--- src/rtl/mul_arb_pkg.sv ---
// mul_arb_pkg: shared types for the multiplier-sharing arbiter
package mul_arb_pkg;
    typedef enum logic [1:0] {IDLE, ISSUE, WAIT, RESP} state_t;
endpackage

--- src/rtl/mul_share_arbiter_rr_arbiter.sv ---
// rr_arbiter: combinational round-robin pick starting at ptr and wrapping modulo NREQ
module rr_arbiter #(
    parameter  int NREQ = 2,
    localparam int IDW  = $clog2(NREQ)
) (
    input  logic [NREQ-1:0] req,
    input  logic [IDW-1:0]  ptr,
    output logic [NREQ-1:0] gnt,
    output logic [IDW-1:0]  idx,
    output logic            any_valid
);
    logic [NREQ-1:0] rot;
    logic [IDW-1:0]  off;
    logic [IDW:0]    sum;

    // rotate so the pointer sits at bit 0, take the lowest set bit, then undo the rotation
    always_comb begin
        rot       = NREQ'({req, req} >> ptr);
        off       = '0;
        for (int k = NREQ - 1; k >= 0; k--)
            if (rot[k]) off = IDW'(k);
        sum       = {1'b0, ptr} + {1'b0, off};
        idx       = (sum >= (IDW+1)'(NREQ)) ? IDW'(sum - (IDW+1)'(NREQ)) : IDW'(sum);
        any_valid = |req;
        gnt       = any_valid ? NREQ'(1) << idx : '0;
    end
endmodule

--- src/rtl/mul_share_arbiter.sv ---
// mul_share_arbiter: shares one val/rdy multiplier among NREQ requesters, one multiply in flight
module mul_share_arbiter
    import mul_arb_pkg::*;
#(
    parameter  int NREQ = 2,
    parameter  int W    = 6,
    localparam int IDW  = $clog2(NREQ)
) (
    input  logic              clk,
    input  logic              rst_n,
    input  logic [NREQ-1:0]   req_recv_val,
    output logic [NREQ-1:0]   req_recv_rdy,
    input  logic [NREQ*W-1:0] req_a,
    input  logic [NREQ*W-1:0] req_b,
    output logic [NREQ-1:0]   req_send_val,
    input  logic [NREQ-1:0]   req_send_rdy,
    output logic [NREQ*W-1:0] req_c,
    output logic              mul_recv_val,
    input  logic              mul_recv_rdy,
    output logic [W-1:0]      mul_a,
    output logic [W-1:0]      mul_b,
    input  logic              mul_send_val,
    output logic              mul_send_rdy,
    input  logic [W-1:0]      mul_c,
    output logic              busy,
    output logic [IDW-1:0]    grant_id
);
    state_t          state, state_n;
    logic [IDW-1:0]  ptr, owner, win;
    logic [NREQ-1:0] gnt;
    logic            any_valid, fire;
    logic [W-1:0]    a_q, b_q, c_q;

    rr_arbiter #(.NREQ(NREQ)) u_rr (
        .req       (req_recv_val),
        .ptr       (ptr),
        .gnt       (gnt),
        .idx       (win),
        .any_valid (any_valid)
    );

    assign fire     = (state == IDLE) && any_valid;
    assign mul_a    = a_q;
    assign mul_b    = b_q;
    assign busy     = state != IDLE;
    assign grant_id = owner;

    // next state and per-state handshake outputs; only the owner lane ever sees a response
    always_comb begin
        state_n      = state;
        req_recv_rdy = '0;
        req_send_val = '0;
        req_c        = '0;
        mul_recv_val = 1'b0;
        mul_send_rdy = 1'b0;
        case (state)
            IDLE: begin
                req_recv_rdy = gnt;
                if (any_valid) state_n = ISSUE;
            end
            ISSUE: begin
                mul_recv_val = 1'b1;
                if (mul_recv_rdy) state_n = WAIT;
            end
            WAIT: begin
                mul_send_rdy = 1'b1;
                if (mul_send_val) state_n = RESP;
            end
            RESP: begin
                req_send_val[owner]  = 1'b1;
                req_c[owner*W +: W]  = c_q;
                if (req_send_rdy[owner]) state_n = IDLE;
            end
            default: state_n = IDLE;
        endcase
    end

    // state register
    always_ff @(posedge clk or negedge rst_n) begin
        if (!rst_n) state <= IDLE;
        else        state <= state_n;
    end

    // grant bookkeeping, operand latch on request fire, result latch on multiplier fire
    always_ff @(posedge clk or negedge rst_n) begin
        if (!rst_n) begin
            ptr   <= '0;
            owner <= '0;
            a_q   <= '0;
            b_q   <= '0;
            c_q   <= '0;
        end else begin
            if (fire) begin
                owner <= win;
                ptr   <= (win == IDW'(NREQ - 1)) ? '0 : win + 1'b1;
                a_q   <= req_a[win*W +: W];
                b_q   <= req_b[win*W +: W];
            end
            if (state == WAIT && mul_send_val) c_q <= mul_c;
        end
    end
endmodule

--- config.mk ---
export PLATFORM = sky130hd
export DESIGN_NAME = mul_share_arbiter
export DESIGN_NICKNAME = d
export VERILOG_FILES = /design/src/rtl/mul_arb_pkg.sv /design/src/rtl/mul_share_arbiter_rr_arbiter.sv /design/src/rtl/mul_share_arbiter.sv
export SDC_FILE = /design/constraint.sdc
export NUM_CORES = 1
export LEC_CHECK = 0
export ABC_AREA = 1
export CAP_MARGIN = 10
export CORE_MARGIN = 4
export CORE_UTILIZATION = 40
export CTS_BUF_LIST = sky130_fd_sc_hd__clkbuf_8
export CTS_CLUSTER_DIAMETER = 200
export CTS_CLUSTER_SIZE = 14
export DETAILED_ROUTE_END_ITERATION = 7
export PLACE_DENSITY_LB_ADDON = 0.15
export SLEW_MARGIN = 40
export SYNTH_ARGS = -nofsm -noshare
export SYNTH_HDL_FRONTEND = slang
export SYNTH_HIERARCHICAL = 1
export SYNTH_SLANG_ARGS = --single-unit
--- constraint.sdc ---
create_clock -name clk -period 1.75 [get_ports clk]
set_clock_uncertainty 0.2 [all_clocks]
set_input_delay 0.175 -clock clk [delete_from_list [all_inputs] [get_ports clk]]
set_output_delay 0.175 -clock clk [all_outputs]
set_load 0.005 [all_outputs]
After elaboration in Yosys (flattened, before gate mapping)
Cells that the tools add are included.
- add/subtract/negate cells: 4
- multipliers: 2
- magnitude comparators: 3
- equal/unequal tests: 7
- shifts and indexed selects: 6
- mux-type cells: 19
- bitwise gates (word level): 1
- reduce and logical (&&, ||, !) cells: 7
- operators by type and width (kind ; number):
    $neg 4->34 ; 1
    $shift 6x34->12 const A ; 1
    $shiftx 6x34->12 ; 1
    $shiftx 12x5->6 ; 2
    $mux 2 ; 7
    $and 12x12->12 ; 1
    $mux 12 ; 1
    $mux 1 ; 9
    $ne 2x2->1 const B ; 4
    $pmux 2 s4 ; 1
    $mul 1x2->3 const B ; 2
    $eq 2x2->1 const B ; 2
    $reduce_and 4->1 ; 1
    $shr 4x1->2 ; 1
    $logic_and 1x1->1 ; 3
    $add 1x1->2 ; 1
    $eq 2x1->1 const B ; 1
    $ge 2x2->1 const B ; 1
    $logic_not 2->1 ; 1
    $lt 1x2->1 const B ; 1
    $reduce_bool 2->1 ; 1
    $reduce_or 2->1 ; 1
    $shl 1x1->2 const A ; 1
    $add 1x1->1 const B ; 1
    3 further kinds ; 3
- bits in registers: 22
- input port bits: 38
- output and inout port bits: 32
- logic and storage cells: 55

Depth between registers and ports, before layout
- depth after elaboration: 9
- mapped depth: 8
- gate-level depth less buffers: 8

By module
The synthesis kept the hierarchy.
- modules (own cells, without submodules) (module ; instances ; cells each ; area each (µm²) ; seq. area each (µm²)):
    mul_share_arbiter ; 1 ; 147 ; 1224.9 ; 550.5
    rr_arbiter ; 1 ; 9 ; 37.5 ; 0.0

Worst setup path before layout
OpenSTA, ideal clock, no wires.
- kind: reg2reg
- start point: reg ptr
- end point: reg b_q[2] (netlist: mul_b[2])
- library setup time: 66 ps
- data arrival time: 1294 ps
- required time: 1484 ps
- setup slack: 191 ps
- cell stages (with the launch flop): 8
- buffers on the path: 1
- period minus slack after synthesis: 1559 ps
- path through: dfrtp_1 > nand2_1 > a21oi_1 > inv_2 > nor2_4 > buf_6 > nand2_1 > nand3_2
- longest elaborated chain between the ends: 8
- elaborated cells on any way between the ends: 9
- those cells by class: 2 x add/sub; 1 x mul; 1 x order compare; 2 x shift; 3 x mux
- ends and longest elaborated chain (item ; RTL line ; source):
    start: declaration ; mul_share_arbiter.sv:29 ; logic [IDW-1:0] ptr, owner, win;
    start signal: assignment ; mul_share_arbiter.sv:95 ; ptr <= (win == IDW'(NREQ - 1)) ? '0 : win + 1'b1;
    $shr 4x1->2 ; mul_share_arbiter_rr_arbiter.sv:18 ; rot = NREQ'({req, req} >> ptr);
    $mux 1 (2 in a row) ; mul_share_arbiter_rr_arbiter.sv:21 ; if (rot[k]) off = IDW'(k);
    $add 1x1->2 (*) ; mul_share_arbiter_rr_arbiter.sv:22 ; sum = {1'b0, ptr} + {1'b0, off};
    $ge 2x2->1 or $sub 1x1->1 (tied branches) ; mul_share_arbiter_rr_arbiter.sv:23 ; idx = (sum >= (IDW+1)'(NREQ)) ? IDW'(sum - (IDW+1)'(NREQ)) : IDW'(sum);
    $mux 1 (*) ; mul_share_arbiter_rr_arbiter.sv:23 ;
    named net win ; mul_share_arbiter.sv:29 ;
    $mul 1x2->3 (*) ; mul_share_arbiter.sv:97 ; b_q <= req_b[win*W +: W];
    $shiftx 12x5->6 (*) ; mul_share_arbiter.sv:97 ;
    end signal: assignment ; mul_share_arbiter.sv:97 ;
    end: declaration ; mul_share_arbiter.sv:32 ; logic [W-1:0] a_q, b_q, c_q;
Mark *: on every way through the listed nets, which the timed path passes. The rest lies on a longest branch.
A chain may end at the register's enable or synchronous reset.

Worst setup path in the final report
- start point: reg state[1]
- end point: out req_c[8]
- longest elaborated chain between the ends: 2
- ends and longest elaborated chain (item ; RTL line ; source):
    start: declaration ; mul_share_arbiter.sv:28 ; state_t state, state_n;
    start signal: assignment ; mul_share_arbiter.sv:81 ; else state <= state_n;
    $eq 2x2->1 ; mul_share_arbiter.sv:56 ; case (state)
    $mux 12 ; mul_share_arbiter.sv:56 ;
    end: declaration ; mul_share_arbiter.sv:17 ; output logic [NREQ*W-1:0] req_c,
No other way between the ends.

==> implementation parameters <==
Parameter                              Value

Floorplanning
  Number of top-level pins ... 70
  Core footprint ... 3030 um2
  Total die area ... 4120 um2
  Die outline height ... 64.2 um
  FP Rows ... 20
  Starting density of the core ... 41.7%
  Chip width ... 64.2 um

Finish
  Area growth from synthesis to layout ... 70.4%
  Total area of multi-input combinational cells ... 656 um2
  Antenna Diode Count ... 0
  Post-layout net count ... 281
  Sequential cell area ... 554 um2
  Layout fillers ... 233
  Non-filler cells, final ... 281
  Share of post-route cells with drive strength above 1 ... 24.9%

Global routing
  Via count of the first global-routing pass ... 1325
  Pin count of the biggest net entering global routing ... 23
  Aggregate global-route resource usage ... 17.1%
  Initial antenna violation count ... 0
  Total gr overflow ... 0
  Global-route wire length before repair ... 5650 um

Clock network
  Clk Latency, worst-skew pair ... 250 ps
  CTS tree ... yes
  Clock transition at the registers of the reported paths ... 70 ps
  CTS H-Tree Depth ... 1
  Maximum buffer depth of the clock tree ... 2
  Root cell of the clock tree ... clkbuf_8
  Sinks on the clock net ... 22
  Clock buffer count from CTS ... 3
  CTS Hold Bufs ... 0

Placement
  Global placement routability congestion ... 0.756
  Placed wire-length estimate ... 2760 um
  Placed cells ... 272
  Port buffer count ... 69

Logic synthesis
  Proportion of synthesized flip-flops having asynchronous set or reset ... 100%
  Number of library cell types mapped by synthesis ... 19
  Number of synthesized flops with an enable pin ... 0
  Synthesis Warnings ... 6
  Most numerous cell in the Yosys netlist ... nand2_1
  Number of synthesized register bits ... 22
  Post-Synthesis Net Count ... 199
  Sequential cell area fraction in the yosys report ... 43.6%
  Mean area per synthesized cell ... 8.09 um2
  Top flip-flop cell by instance count after synthesis ... dfrtp_1
  Most frequent cells after synthesis ... nand2_1 (44), dfrtp_1 (22), nor2_1 (21)
  Post-Syn Area ... 1260 um2
  Fraction of synthesized cell area taken by the top area cell type ... 43.6%
  Top cells by area in the synthesized netlist ... dfrtp_1 (44%), nand2_1 (13%), nand3_2 (7.9%)
  Biggest area consumer among synthesized cells ... dfrtp_1
  Number of instances in the synthesized netlist ... 156

Timing
  Final Hold Vio Count ... 0
  Slew Limit Headroom ... 79.9%
  RSZ-0062 raised after global routing ... yes
  Slew @ Worst Pin ... 301 ps
  Max Slew Vio Count ... 0
  Count of endpoints failing setup in the final report ... 0
  Highest clock rate ... 572 MHz
  Worst hold slack after final layout ... 71.8 ps
  Post-route clock period utilization ... 99.9%
  Min Tclk post-route ... 1750 ps

Drt
  Vias per cell ... 4.54
  Remaining DRCs ... 0
  Average wire per cell in the routed design ... 12.2 um
  Number of vias after detailed routing ... 1277
  Number of nets with antenna violations after routing ... 0
  Final Routed Wirelength ... 3430 um
  Number of iterations in the first detailed-routing pass ... 4
  Number of violations reported at the end of detailed-routing iteration 0 ... 16

Min path
  Path type of the worst min-delay path ... input pin to asynchronous set/reset pin

Power and ir drop
  PwrDens ... 1450 nW/um2
  Cell leakage power ... 1.12 nW
  Largest voltage drop on the vdd net ... 674 uV

Run
  Number of violations of the max-capacitance limit ... 0

Critical path
  Data required, critical path ... 1370 ps
  Peak fanout along the critical path ... 7
  Critical setup path kind ... register to output port
  Element type at the critical path end ... output port
  Critical Path AT ... 1370 ps
  Nature of the critical path startpoint ... register

Run status
  Status ... finished clean
==> logic make-up after synthesis <==
| logic type | share of synthesized area, % |
|---|---|
| simple gates | 38.1 |
| compound gates | 4.36 |
| flops | 43.6 |
| buf+inv | 9.02 |
| fa+ha+maj | 4.96 |
==> cells in the final DEF, fill, tap and decap left out, drive strengths merged <==
cell and count:
nand2 55, clkdlybuf4s50 50, nor2 23, dfrtp 22, inv 20, nand3 15, buf 13, clkdlybuf4s15 11
a21oi 10, clkbuf 8, ha 5, dlygate4sd2 2, or2 1, o21ai 1, dlymetal6s2s 1
==> through the flow <==
stage	utilization [%]	TNS, ps	setup slack (ps)	instance area, um2	power, mW
3_5_place_dp	66.8	-902	-199	2020	2.66
3_3_place_gp	66.8	-119	-73.1	2020	2.57
4_1_cts	70.0	-197	-197	2120	3.07
5_1_grt	71.0	-112	-35.8	2150	3.41
2_1_floorplan	-	0	191	1260	1.78
6_report	71.0	0	1.33	2150	3.11
==> layout make-up <==
| cell class | count | share of cell area [%] |
|---|---|---|
| Timing Repair Buffer | 81 | 35.1 |
| Multi-Input combinational cell | 110 | 30.5 |
| Sequential cell | 22 | 25.8 |
| Inverter | 20 | 3.49 |
| Clock buffer | 4 | 2.56 |
| Tap cell | 44 | 2.56 |
==> worst max-delay path, cell delays in order (launching register included) <==
cell	delay (ps)
dfrtp_2	410
buf_4	150
ha_4	170
nand2_4	90
nor2_1	40
dlygate4sd2_1	260
==> worst paths after layout <==
| check | start | to | slack, ps | cells after the start |
|---|---|---|---|---|
| min reg2reg | mul_a[1] | mul_a[1] | 300 | 2 |
| max | state[1] | req_c[8] | 1 | 5 |
| max reg2reg | state[0] | state[1] | 70 | 9 |
| max in group asynchronous | rst_n | state[0] | 1050 | 2 |
| min | rst_n | c_q[4] | 70 | 2 |
| min in group clk | req_a[7] | mul_a[1] | 270 | 3 |
==> registers in the layout, summed over array words and instances (netlist names) <==
name and count:
c_q 6, mul_a 6, mul_b 6, state 2
grant_id 1, ptr 1
==> repair_timing <==
item                       CTS  global route
gates cloned                 0             0
setup endpoints to repair   19             9
resized for setup           33            26
pin swaps                    0             2
buffers inserted             1             4
==> report_power, final <==
| group | switching (mW) | total, mW | internal [mW] |
|---|---|---|---|
| combinational | 0.893 | 1.87 | 0.979 |
| clock | 0.148 | 0.348 | 0.200 |
| sequential | 0.130 | 0.893 | 0.763 |
| total | 1.17 | 3.11 | 1.94 |
==> metal layers <==
metal	track usage [%]	part of all wire [%]	vias up
li1	-	-	635
met5	0	0	-
met3	4.57	7.4	4
met2	33.5	52	51
met4	4.22	0.82	0
met1	17.7	39	587
(Power assumes the default switching activity.)
